$ cat src/rtl/i2c_pkg.sv
// Shared types and constants for the I2C target.
package i2c_pkg;

  typedef enum logic [3:0] {
    ST_IDLE      = 4'd0,
    ST_ADDR      = 4'd1,
    ST_ADDR_ACK  = 4'd2,
    ST_PTR       = 4'd3,
    ST_PTR_ACK   = 4'd4,
    ST_WDATA     = 4'd5,
    ST_WDATA_ACK = 4'd6,
    ST_RDATA     = 4'd7,
    ST_RDATA_ACK = 4'd8,
    ST_WAIT_STOP = 4'd9
  } i2c_target_state_e;

  localparam logic ACK      = 1'b0;
  localparam logic NACK     = 1'b1;
  localparam logic RW_WRITE = 1'b0;
  localparam logic RW_READ  = 1'b1;

  function automatic logic maj3(input logic [2:0] s);
    return (s[0] & s[1]) | (s[0] & s[2]) | (s[1] & s[2]);
  endfunction

endpackage

$ cat src/rtl/i2c_bus_monitor.sv
// Synchronizes SCL/SDA and derives edge and START/STOP events.
// Define I2C_TARGET_GLITCH_FILTER_EN to add a 3-sample majority filter per line.
module i2c_bus_monitor
  import i2c_pkg::*;
(
  input  logic clk,
  input  logic rst,
  input  logic scl_i,
  input  logic sda_i,
  output logic scl_rise,
  output logic scl_fall,
  output logic start_det,
  output logic stop_det,
  output logic sda_s
);

  logic [1:0] scl_sync, sda_sync;
  logic       scl_l, sda_l, scl_d, sda_d;

  // Reset to the idle-bus level so leaving reset creates no false events.
  always_ff @(posedge clk) begin
    if (rst) begin
      scl_sync <= 2'b11;
      sda_sync <= 2'b11;
    end else begin
      scl_sync <= {scl_sync[0], scl_i};
      sda_sync <= {sda_sync[0], sda_i};
    end
  end

`ifdef I2C_TARGET_GLITCH_FILTER_EN
  logic [2:0] scl_hist, sda_hist;
  logic       scl_f, sda_f;

  always_ff @(posedge clk) begin
    if (rst) begin
      scl_hist <= 3'b111;
      sda_hist <= 3'b111;
      scl_f    <= 1'b1;
      sda_f    <= 1'b1;
    end else begin
      scl_hist <= {scl_hist[1:0], scl_sync[1]};
      sda_hist <= {sda_hist[1:0], sda_sync[1]};
      scl_f    <= maj3(scl_hist);
      sda_f    <= maj3(sda_hist);
    end
  end

  assign scl_l = scl_f;
  assign sda_l = sda_f;
`else
  assign scl_l = scl_sync[1];
  assign sda_l = sda_sync[1];
`endif

  always_ff @(posedge clk) begin
    if (rst) begin
      scl_d <= 1'b1;
      sda_d <= 1'b1;
    end else begin
      scl_d <= scl_l;
      sda_d <= sda_l;
    end
  end

  assign scl_rise  = scl_l & ~scl_d;
  assign scl_fall  = ~scl_l & scl_d;
  assign start_det = scl_l & scl_d & sda_d & ~sda_l;
  assign stop_det  = scl_l & scl_d & ~sda_d & sda_l;
  assign sda_s     = sda_l;

endmodule

$ cat src/rtl/i2c_target.sv
// I2C target with a pointer-addressed byte register file (write sets pointer, data auto-increments).
// Optional input glitch filter: define I2C_TARGET_GLITCH_FILTER_EN.
module i2c_target
  import i2c_pkg::*;
#(
  parameter logic [6:0] TARGET_ADDR = 7'b0010000,
  parameter int         DEPTH       = 16,
  localparam int        PTR_W       = $clog2(DEPTH)
) (
  input  logic             clk,
  input  logic             rst,
  input  logic             scl_i,
  input  logic             sda_i,
  output logic             sda_oe,
  output logic             busy,
  output logic             wr_strobe,
  output logic [PTR_W-1:0] wr_ptr,
  output logic [7:0]       wr_data,
  output logic [PTR_W-1:0] rd_ptr,
  output logic [3:0]       dbg_state
);

  logic scl_rise, scl_fall, start_det, stop_det, sda_s;

  i2c_bus_monitor u_mon (
    .clk       (clk),
    .rst       (rst),
    .scl_i     (scl_i),
    .sda_i     (sda_i),
    .scl_rise  (scl_rise),
    .scl_fall  (scl_fall),
    .start_det (start_det),
    .stop_det  (stop_det),
    .sda_s     (sda_s)
  );

  i2c_target_state_e state;
  logic [7:0]       regs [DEPTH];
  logic [PTR_W-1:0] ptr;
  logic [7:0]       shift;
  logic [7:0]       rx_byte;
  logic [2:0]       bit_cnt;
  logic             rw;

  assign rx_byte   = {shift[6:0], sda_s};
  assign rd_ptr    = ptr;
  assign dbg_state = state;

  always_ff @(posedge clk) begin
    if (rst) begin
      state     <= ST_IDLE;
      sda_oe    <= 1'b0;
      busy      <= 1'b0;
      wr_strobe <= 1'b0;
      wr_ptr    <= '0;
      wr_data   <= '0;
      ptr       <= '0;
      shift     <= '0;
      bit_cnt   <= '0;
      rw        <= RW_WRITE;
      for (int i = 0; i < DEPTH; i++) regs[i] <= '0;
    end else begin
      wr_strobe <= 1'b0;
      if (start_det) begin
        state   <= ST_ADDR;
        bit_cnt <= '0;
        sda_oe  <= 1'b0;
      end else if (stop_det) begin
        state  <= ST_IDLE;
        sda_oe <= 1'b0;
        busy   <= 1'b0;
      end else begin
        case (state)
          ST_ADDR: if (scl_rise) begin
            shift   <= rx_byte;
            bit_cnt <= bit_cnt + 3'd1;
            if (bit_cnt == 3'd7) begin
              if (rx_byte[7:1] == TARGET_ADDR) begin
                busy  <= 1'b1;
                rw    <= rx_byte[0];
                state <= ST_ADDR_ACK;
              end else begin
                busy  <= 1'b0;
                state <= ST_WAIT_STOP;
              end
            end
          end
          ST_PTR: if (scl_rise) begin
            shift   <= rx_byte;
            bit_cnt <= bit_cnt + 3'd1;
            if (bit_cnt == 3'd7) begin
              ptr   <= rx_byte[PTR_W-1:0];
              state <= ST_PTR_ACK;
            end
          end
          ST_WDATA: if (scl_rise) begin
            shift   <= rx_byte;
            bit_cnt <= bit_cnt + 3'd1;
            if (bit_cnt == 3'd7) begin
              regs[ptr] <= rx_byte;
              wr_strobe <= 1'b1;
              wr_ptr    <= ptr;
              wr_data   <= rx_byte;
              ptr       <= ptr + PTR_W'(1);
              state     <= ST_WDATA_ACK;
            end
          end
          // ACK states see two SCL falls: the first starts driving ACK, the second ends it.
          ST_ADDR_ACK: if (scl_fall) begin
            if (!sda_oe) begin
              sda_oe <= 1'b1;
            end else begin
              bit_cnt <= '0;
              case (rw)
                RW_WRITE: begin
                  sda_oe <= 1'b0;
                  state  <= ST_PTR;
                end
                RW_READ: begin
                  shift  <= regs[ptr];
                  sda_oe <= ~regs[ptr][7];
                  state  <= ST_RDATA;
                end
              endcase
            end
          end
          ST_PTR_ACK, ST_WDATA_ACK: if (scl_fall) begin
            if (!sda_oe) begin
              sda_oe <= 1'b1;
            end else begin
              sda_oe <= 1'b0;
              state  <= ST_WDATA;
            end
          end
          // bit_cnt wraps to 0 after the 8th rise, marking the byte as fully sent.
          ST_RDATA: begin
            if (scl_rise) begin
              bit_cnt <= bit_cnt + 3'd1;
            end else if (scl_fall) begin
              if (bit_cnt == 3'd0) begin
                sda_oe <= 1'b0;
                state  <= ST_RDATA_ACK;
              end else begin
                shift  <= {shift[6:0], 1'b0};
                sda_oe <= ~shift[6];
              end
            end
          end
          ST_RDATA_ACK: begin
            if (scl_rise) begin
              case (sda_s)
                ACK:  ptr <= ptr + PTR_W'(1);
                NACK: begin
                  busy  <= 1'b0;
                  state <= ST_WAIT_STOP;
                end
              endcase
            end else if (scl_fall) begin
              shift  <= regs[ptr];
              sda_oe <= ~regs[ptr][7];
              state  <= ST_RDATA;
            end
          end
          default: ;
        endcase
      end
    end
  end

endmodule
$ cat config.mk
export PLATFORM = sky130hd
export DESIGN_NAME = i2c_target
export DESIGN_NICKNAME = d
export VERILOG_FILES = /design/src/rtl/i2c_pkg.sv /design/src/rtl/i2c_bus_monitor.sv /design/src/rtl/i2c_target.sv
export SDC_FILE = /design/constraint.sdc
export NUM_CORES = 1
export LEC_CHECK = 0
export CAP_MARGIN = 5
export CORE_UTILIZATION = 55
export DETAILED_ROUTE_END_ITERATION = 10
export GPL_TIMING_DRIVEN = 0
export PLACE_DENSITY = 0.84
export SYNTH_ARGS = -nofsm -noshare
export SYNTH_HDL_FRONTEND = slang
export SYNTH_HIERARCHICAL = 1
export SYNTH_SLANG_ARGS = --single-unit
$ cat constraint.sdc
create_clock -name clk -period 2.82 [get_ports clk]
set_input_delay 0.282 -clock clk [delete_from_list [all_inputs] [get_ports clk]]
set_output_delay 0.282 -clock clk [all_outputs]
set_load 0.02 [all_outputs]
==> results.tsv, run 1 <==
metric	value	unit
status	finished, final reports clean	
final WL	22500	um
num rows	44	
slowest stage delay, CP	0.52	ns
synth unique cells	65	
Primary FF master, synth	edfxtp_1	
Slew Viols, Final	0	
Final Cell Area	9610	sq um
Crit. End Element	register	
Worst-Skew Late Latency	0.44	ns
die span in x	126	um
Max Freq	357	MHz
ys async rst share	0	
# nets final	787	
Syn Nets	739	
Routability Congestion	0.996	
CTS Root Cell	clkbuf_16	
Num CTS Buffers	17	
Worst IR Drop VDD	0.590	mV
crit path time final	2.80	ns
Tcrit/Tclk final	0.993	
Critical Setup Path Class	register to register	
Crit Path Max Fanout	9	
number of max-cap violations	0	
Place WS	-0.592	ns
#FFs+latches synth	172	
Worst EP required	2.95	ns
DR vias	6301	
number of global-route vias before repair	6203	
number of top-level pins	27	
die area	15800	sq um
final setup fails	0	
Final Skew	0.0133	ns
Worst Tran Pin Value	1.17	ns
CTS tree	built	
Max-slew headroom	0.208	
leak pwr	3.21	nW
Top Family by Delay on Critical Path	simple AND/OR/NAND/NOR gates	
Total GRT Usage	0.296	
fin cells	973	
Layout area overhead	14.1	%
Synth top area share	0.457	
Initial Utilization	0.571	
Cell Pwr Density	641	nW/um^2
DRT Pass-1 Iters	6	
antenna-violating nets left	0	
clk slew on worst S/H paths	0.07	ns
grt total ovfl	0	
Routed WL per cell	23.1	um
Seq/Total Area, Yosys	0.561	
main area contributors after synthesis	edfxtp_1 (46%), dfxtp_1 (10%), and2_1 (7.4%)	
first-pass GRT wire length	34800	um
layout cells sized above 1	0.142	
core area	14800	sq um
# diodes	0	
Placed Cells	938	
area leader, netlist	edfxtp_1	
htree depth	4	
slowest CP cell	nor2_1	
final hold violations	0	
# port buffers	26	
clock tree buffer depth	2	
initial DRC count	798	
Syn Inst Count	728	
Post-synth top cells	edfxtp_1 (128), and2_1 (100), dfxtp_1 (44)	
Post-synth EDFFs	128	
Mapped Area	8420	sq um
Final HPWL DP	15500	um
worst-path cell chain	and4b_1 -> or3b_4 -> nor2_4 -> nand4b_1 -> nor2_1 -> or2_2	
# DRC	0	
largest net degree at the start of global routing	18	
HP Class	input pin to register	
worst setup margin	0.0202	ns
Syn Area/Cell	11.6	sq um
Ys Warns	6	
CTS sink count	172	
CP bufs+invs	0	
initial antenna violation count	0	
WP data arrival	2.93	ns
die height	126	um
top-count cell post-synth	edfxtp_1	
CP startpoint kind	register	
via density per instance	6.48	
dpl cell area	8910	sq um
[cells by family (layout without fill, tap and decap cells)]
logic type / after synthesis / count (layout) / synth area share
AO/OA/AOI/OAI: 109 / 109 / 0.0902
XOR/XNOR: 1 / 1 / 0.00104
adder cells (fa/ha/maj): 7 / 7 / 0.0104
buffers and inverters: 68 / 129 / 0.0328
flip-flops: 172 / 172 / 0.561
multiplexers: 55 / 55 / 0.0896
AND/OR/NAND/NOR: 316 / 316 / 0.215
[power by group]
part / internal (mW) / switching [mW] / total (mW)
Sequential: 2.80 / 0.0536 / 2.85
Combinational: 0.281 / 0.596 / 0.877
Clock: 1.34 / 1.09 / 2.43
[final cells by class]
type | instances | area [sq um]
Multi-Input combinational cell | 488 | 3480
Inverter | 11 | 41.3
Clock inverter | 15 | 181
Fill cell | 1114 | 5140
Clock buffer | 17 | 425
Tap cell | 184 | 230
Sequential cell | 172 | 4730
Timing Repair Buffer | 29 | 283
Buffer | 57 | 240
[flip-flops by register name (all words and copies together), names as in the netlist, 2 cells and up, named ones only]
register,cells
bit_cnt,3
u_mon/scl_sync,2
regs,128
wr_data,8
u_mon/sda_sync,2
wr_ptr,4
rd_ptr,4
shift,7
dbg_state,4
[layout by cell type, fill, tap and decap left out, drive strengths merged, types with 26 or more instances in the layout]
| cell | instances |
|---|---|
| a21oi | 31 |
| and2 | 101 |
| clkbuf | 58 |
| clkdlybuf4s50 | 26 |
| dfxtp | 44 |
| edfxtp | 128 |
| mux2i | 36 |
| nand2 | 30 |
| nor2 | 42 |
| nor3 | 35 |
[worst register-to-register path: stages (launching register included)]
cell and delay [ns]:
dfxtp_4 0.42, and4b_1 0.23, or3b_4 0.43, nor2_4 0.20
nand4b_1 0.33, nor2_1 0.53, or2_2 0.36
[worst paths after layout]
kind / startpoint / end / slack (ns) / cells past startpoint
worst min register to register: u_mon/scl_sync[0]$_SDFF_PP1_ / u_mon/scl_sync[1]$_SDFF_PP1_ / 0.41 / 1
worst max-delay path: u_mon/sda_sync[1]$_SDFF_PP1_ / regs[7][3]$_SDFFCE_PN0P_ / 0.02 / 6
worst max register to register: u_mon/sda_sync[1]$_SDFF_PP1_ / regs[7][3]$_SDFFCE_PN0P_ / 0.02 / 6
worst min-delay path: sda_i / u_mon/sda_sync[0]$_SDFF_PP1_ / 0.41 / 2
[metal layers]
layer / share of wire / up-vias / GRT usage / wire (um)
met5: 0 / - / 0 / 0
met2: 0.49 / 381 / 0.497 / 11100
met1: 0.39 / 3061 / 0.369 / 8860
met3: 0.077 / 72 / 0.0701 / 1730
li1: - / 2787 / - / -
met4: 0.034 / 0 / 0.120 / 758
[metrics by stage]
stage | TNS, ns | power (mW) | hold WS (ns) | util
after floorplan | 0 | 3.46 | 0.379 | -
after global placement | -39.88 | 3.73 | 0.397 | 0.604
after detailed placement | -49.30 | 3.74 | 0.395 | 0.604
after CTS | 0 | 6.11 | 0.409 | 0.649
after global routing | -0.0197 | 6.30 | 0.412 | 0.651
final | 0 | 6.16 | 0.408 | 0.651
[what timing repair did]
item	4_1_cts	5_1_grt
setup endpoints to repair	176	72
pin swaps	3	4
gates resized for setup	20	11
cloned	0	0
setup buffers	1	2
hold buffers	0	0
hold endpoints to repair	0	0
Power figures use the tool's default switching activity.
==> run 2: changes to the inputs <==
- REMOVE_ABC_BUFFERS: unset -> 1
==> run 2 against run 1 <==
  * First-iteration DRC count is 38% lower
  * Sequential power is 5% higher
  * Clock skew is 0.0061 ns lower
  * Design area is 0.69% lower
  * Die area stayed put
  * Critical path type unchanged
  * Critical endpoint is now regs[1][5]$_SDFFCE_PN0P_
  * Largest cell class unchanged
  * Largest power group unchanged
==> results.tsv, run 2 (same netlist as run 1, synthesis figures left out) <==
metric	value	unit
die area	15800	sq um
clk slew on worst S/H paths	0.06	ns
HP Class	input pin to register	
Hold Crit Start	rst	
initial DRC count	496	
Max-slew headroom	0.393	
CTS sink count	172	
final WL	20900	um
top flop regs	regs x128, wr_data x8, shift x7	
Biggest register	regs	
DR vias	6000	
Worst-Skew Late Latency	0.43	ns
filler cell count	1061	
CP startpoint kind	register	
antenna-violating nets left	0	
worst-path cell chain	and4b_4 -> or3b_4 -> or2_1 -> or4b_4 -> nor2_4 -> or2_4	
Max Freq	369	MHz
clock tree buffer depth	2	
Slew Viols, Final	0	
commonest non-fill, non-tap cell in the layout	edfxtp_1	
htree depth	4	
R2R Path End	regs[1][5]$_SDFFCE_PN0P_	
# nets final	745	
Worst EP required	2.96	ns
final setup fails	0	
register area	4730	sq um
status	finished, final reports clean	
Critical Setup Path Class	register to register	
slowest CP cell	or4b_4	
crit path time final	2.71	ns
# DRC	0	
Multi-input gate area	3500	sq um
CP bufs+invs	0	
Crit. End Element	register	
num rows	44	
Total GRT Usage	0.276	
Worst IR Drop VDD	0.478	mV
Placed Cells	883	
final hold violations	0	
fin cells	931	
number of top-level pins	27	
Worst Tran Pin Value	0.910	ns
origin of the critical flop-to-flop path	u_mon/sda_sync[1]$_SDFF_PP1_	
leak pwr	3.18	nW
Layout area overhead	13.3	%
Initial Utilization	0.571	
Final HPWL DP	13100	um
WP data arrival	2.85	ns
grt total ovfl	0	
number of global-route vias before repair	5972	
# diodes	0	
most frequent cells in the layout	edfxtp_1 (128), and2_1 (100), dfxtp_1 (38)	
number of max-cap violations	0	
initial antenna violation count	0	
# port buffers	26	
CTS tree	built	
Routability Congestion	0.926	
worst hold path cell count	2	
Cell Pwr Density	637	nW/um^2
Crit Path Max Fanout	11	
Num CTS Buffers	17	
DRT Pass-1 Iters	5	
FF-to-FF setup slack	0.11	ns
largest net degree at the start of global routing	49	
layout cells sized above 1	0.159	
Final Power	6.08	mW
core area	14800	sq um
slowest stage delay, CP	0.62	ns
die height	126	um
CTS Root Cell	clkbuf_16	
first-pass GRT wire length	32600	um
via density per instance	6.44	
Final Skew	0.00723	ns
WHS Endpoint	bit_cnt[1]$_SDFFE_PP0P_	
Top Family by Delay on Critical Path	simple AND/OR/NAND/NOR gates	
Routed WL per cell	22.4	um
final hold slack	0.241	ns
reg2reg path depth	6	
max reg flops	128	
Tcrit/Tclk final	0.962	
RSZ-0062 raised after global routing	no	
CTS Hold Bufs	0	
die span in x	126	um
Levels on crit path	6	
[run 2: cell count changes in the layout (fill, tap and decap cells not counted), moves of 4 or more]
cell      delta
clkbuf_1    -36
buf_2       -10
buf_4       +10
dfxtp_1      -5
inv_8        -4
dfxtp_2      +5
clkbuf_2     -4
[run 2: per-layer routing]
metal / share of wire / track usage / wire, um
met5: 0 / 0 / 0
met4: 0.034 / 0.141 / 713
met3: 0.079 / 0.0578 / 1650
met2: 0.49 / 0.447 / 10300
met1: 0.39 / 0.353 / 8190
[run 2: metrics by stage]
step / setup TNS [ns] / setup WS (ns) / instance area (sq um) / utilization
after global placement: -235.65 / -1.24 / 8670 / 0.588
final: 0 / 0.107 / 9540 / 0.647
after global routing: 0 / 0.0138 / 9540 / 0.647
after floorplan: -22.42 / -0.241 / 8180 / -
after detailed placement: -253.61 / -1.39 / 8720 / 0.591
after CTS: 0 / 0.0108 / 9500 / 0.644
[run 2: worst max path at each step]
stage / startpoint / endpoint / slack [ns]
2_1_floorplan: u_mon/scl_sync[1]$_SDFF_PP1_ / regs[5][0]$_SDFFCE_PN0P_ / -0.24
3_3_place_gp: u_mon/scl_sync[1]$_SDFF_PP1_ / regs[5][0]$_SDFFCE_PN0P_ / -1.24
3_5_place_dp: u_mon/scl_sync[1]$_SDFF_PP1_ / regs[7][0]$_SDFFCE_PN0P_ / -1.39
4_1_cts: u_mon/sda_sync[1]$_SDFF_PP1_ / regs[2][7]$_SDFFCE_PN0P_ / 0.01
5_1_grt: u_mon/sda_sync[1]$_SDFF_PP1_ / regs[1][5]$_SDFFCE_PN0P_ / 0.01
6_report: u_mon/sda_sync[1]$_SDFF_PP1_ / regs[1][5]$_SDFFCE_PN0P_ / 0.11
[run 2: area by class of cell]
class / instances / area share
inverter: 11 / 0.00433
clock inverter: 13 / 0.0173
sequential: 172 / 0.496
tap: 184 / 0.0241
clock buffer: 19 / 0.0464
multi-input combinational: 488 / 0.367
timing repair buffer: 44 / 0.0451
[run 2: timing repair]
item	CTS	global route
buffers inserted	13	2
pin swaps	9	3
endpoints found under the setup margin	270	45
resized for setup	28	4
[run 2: report_power, final]
| part | internal [mW] | switching [mW] | total (mW) |
|---|---|---|---|
| Combinational | 0.255 | 0.406 | 0.660 |
| Clock | 1.42 | 0.993 | 2.41 |
| Sequential | 2.80 | 0.196 | 3.00 |
| Total | 4.48 | 1.59 | 6.08 |
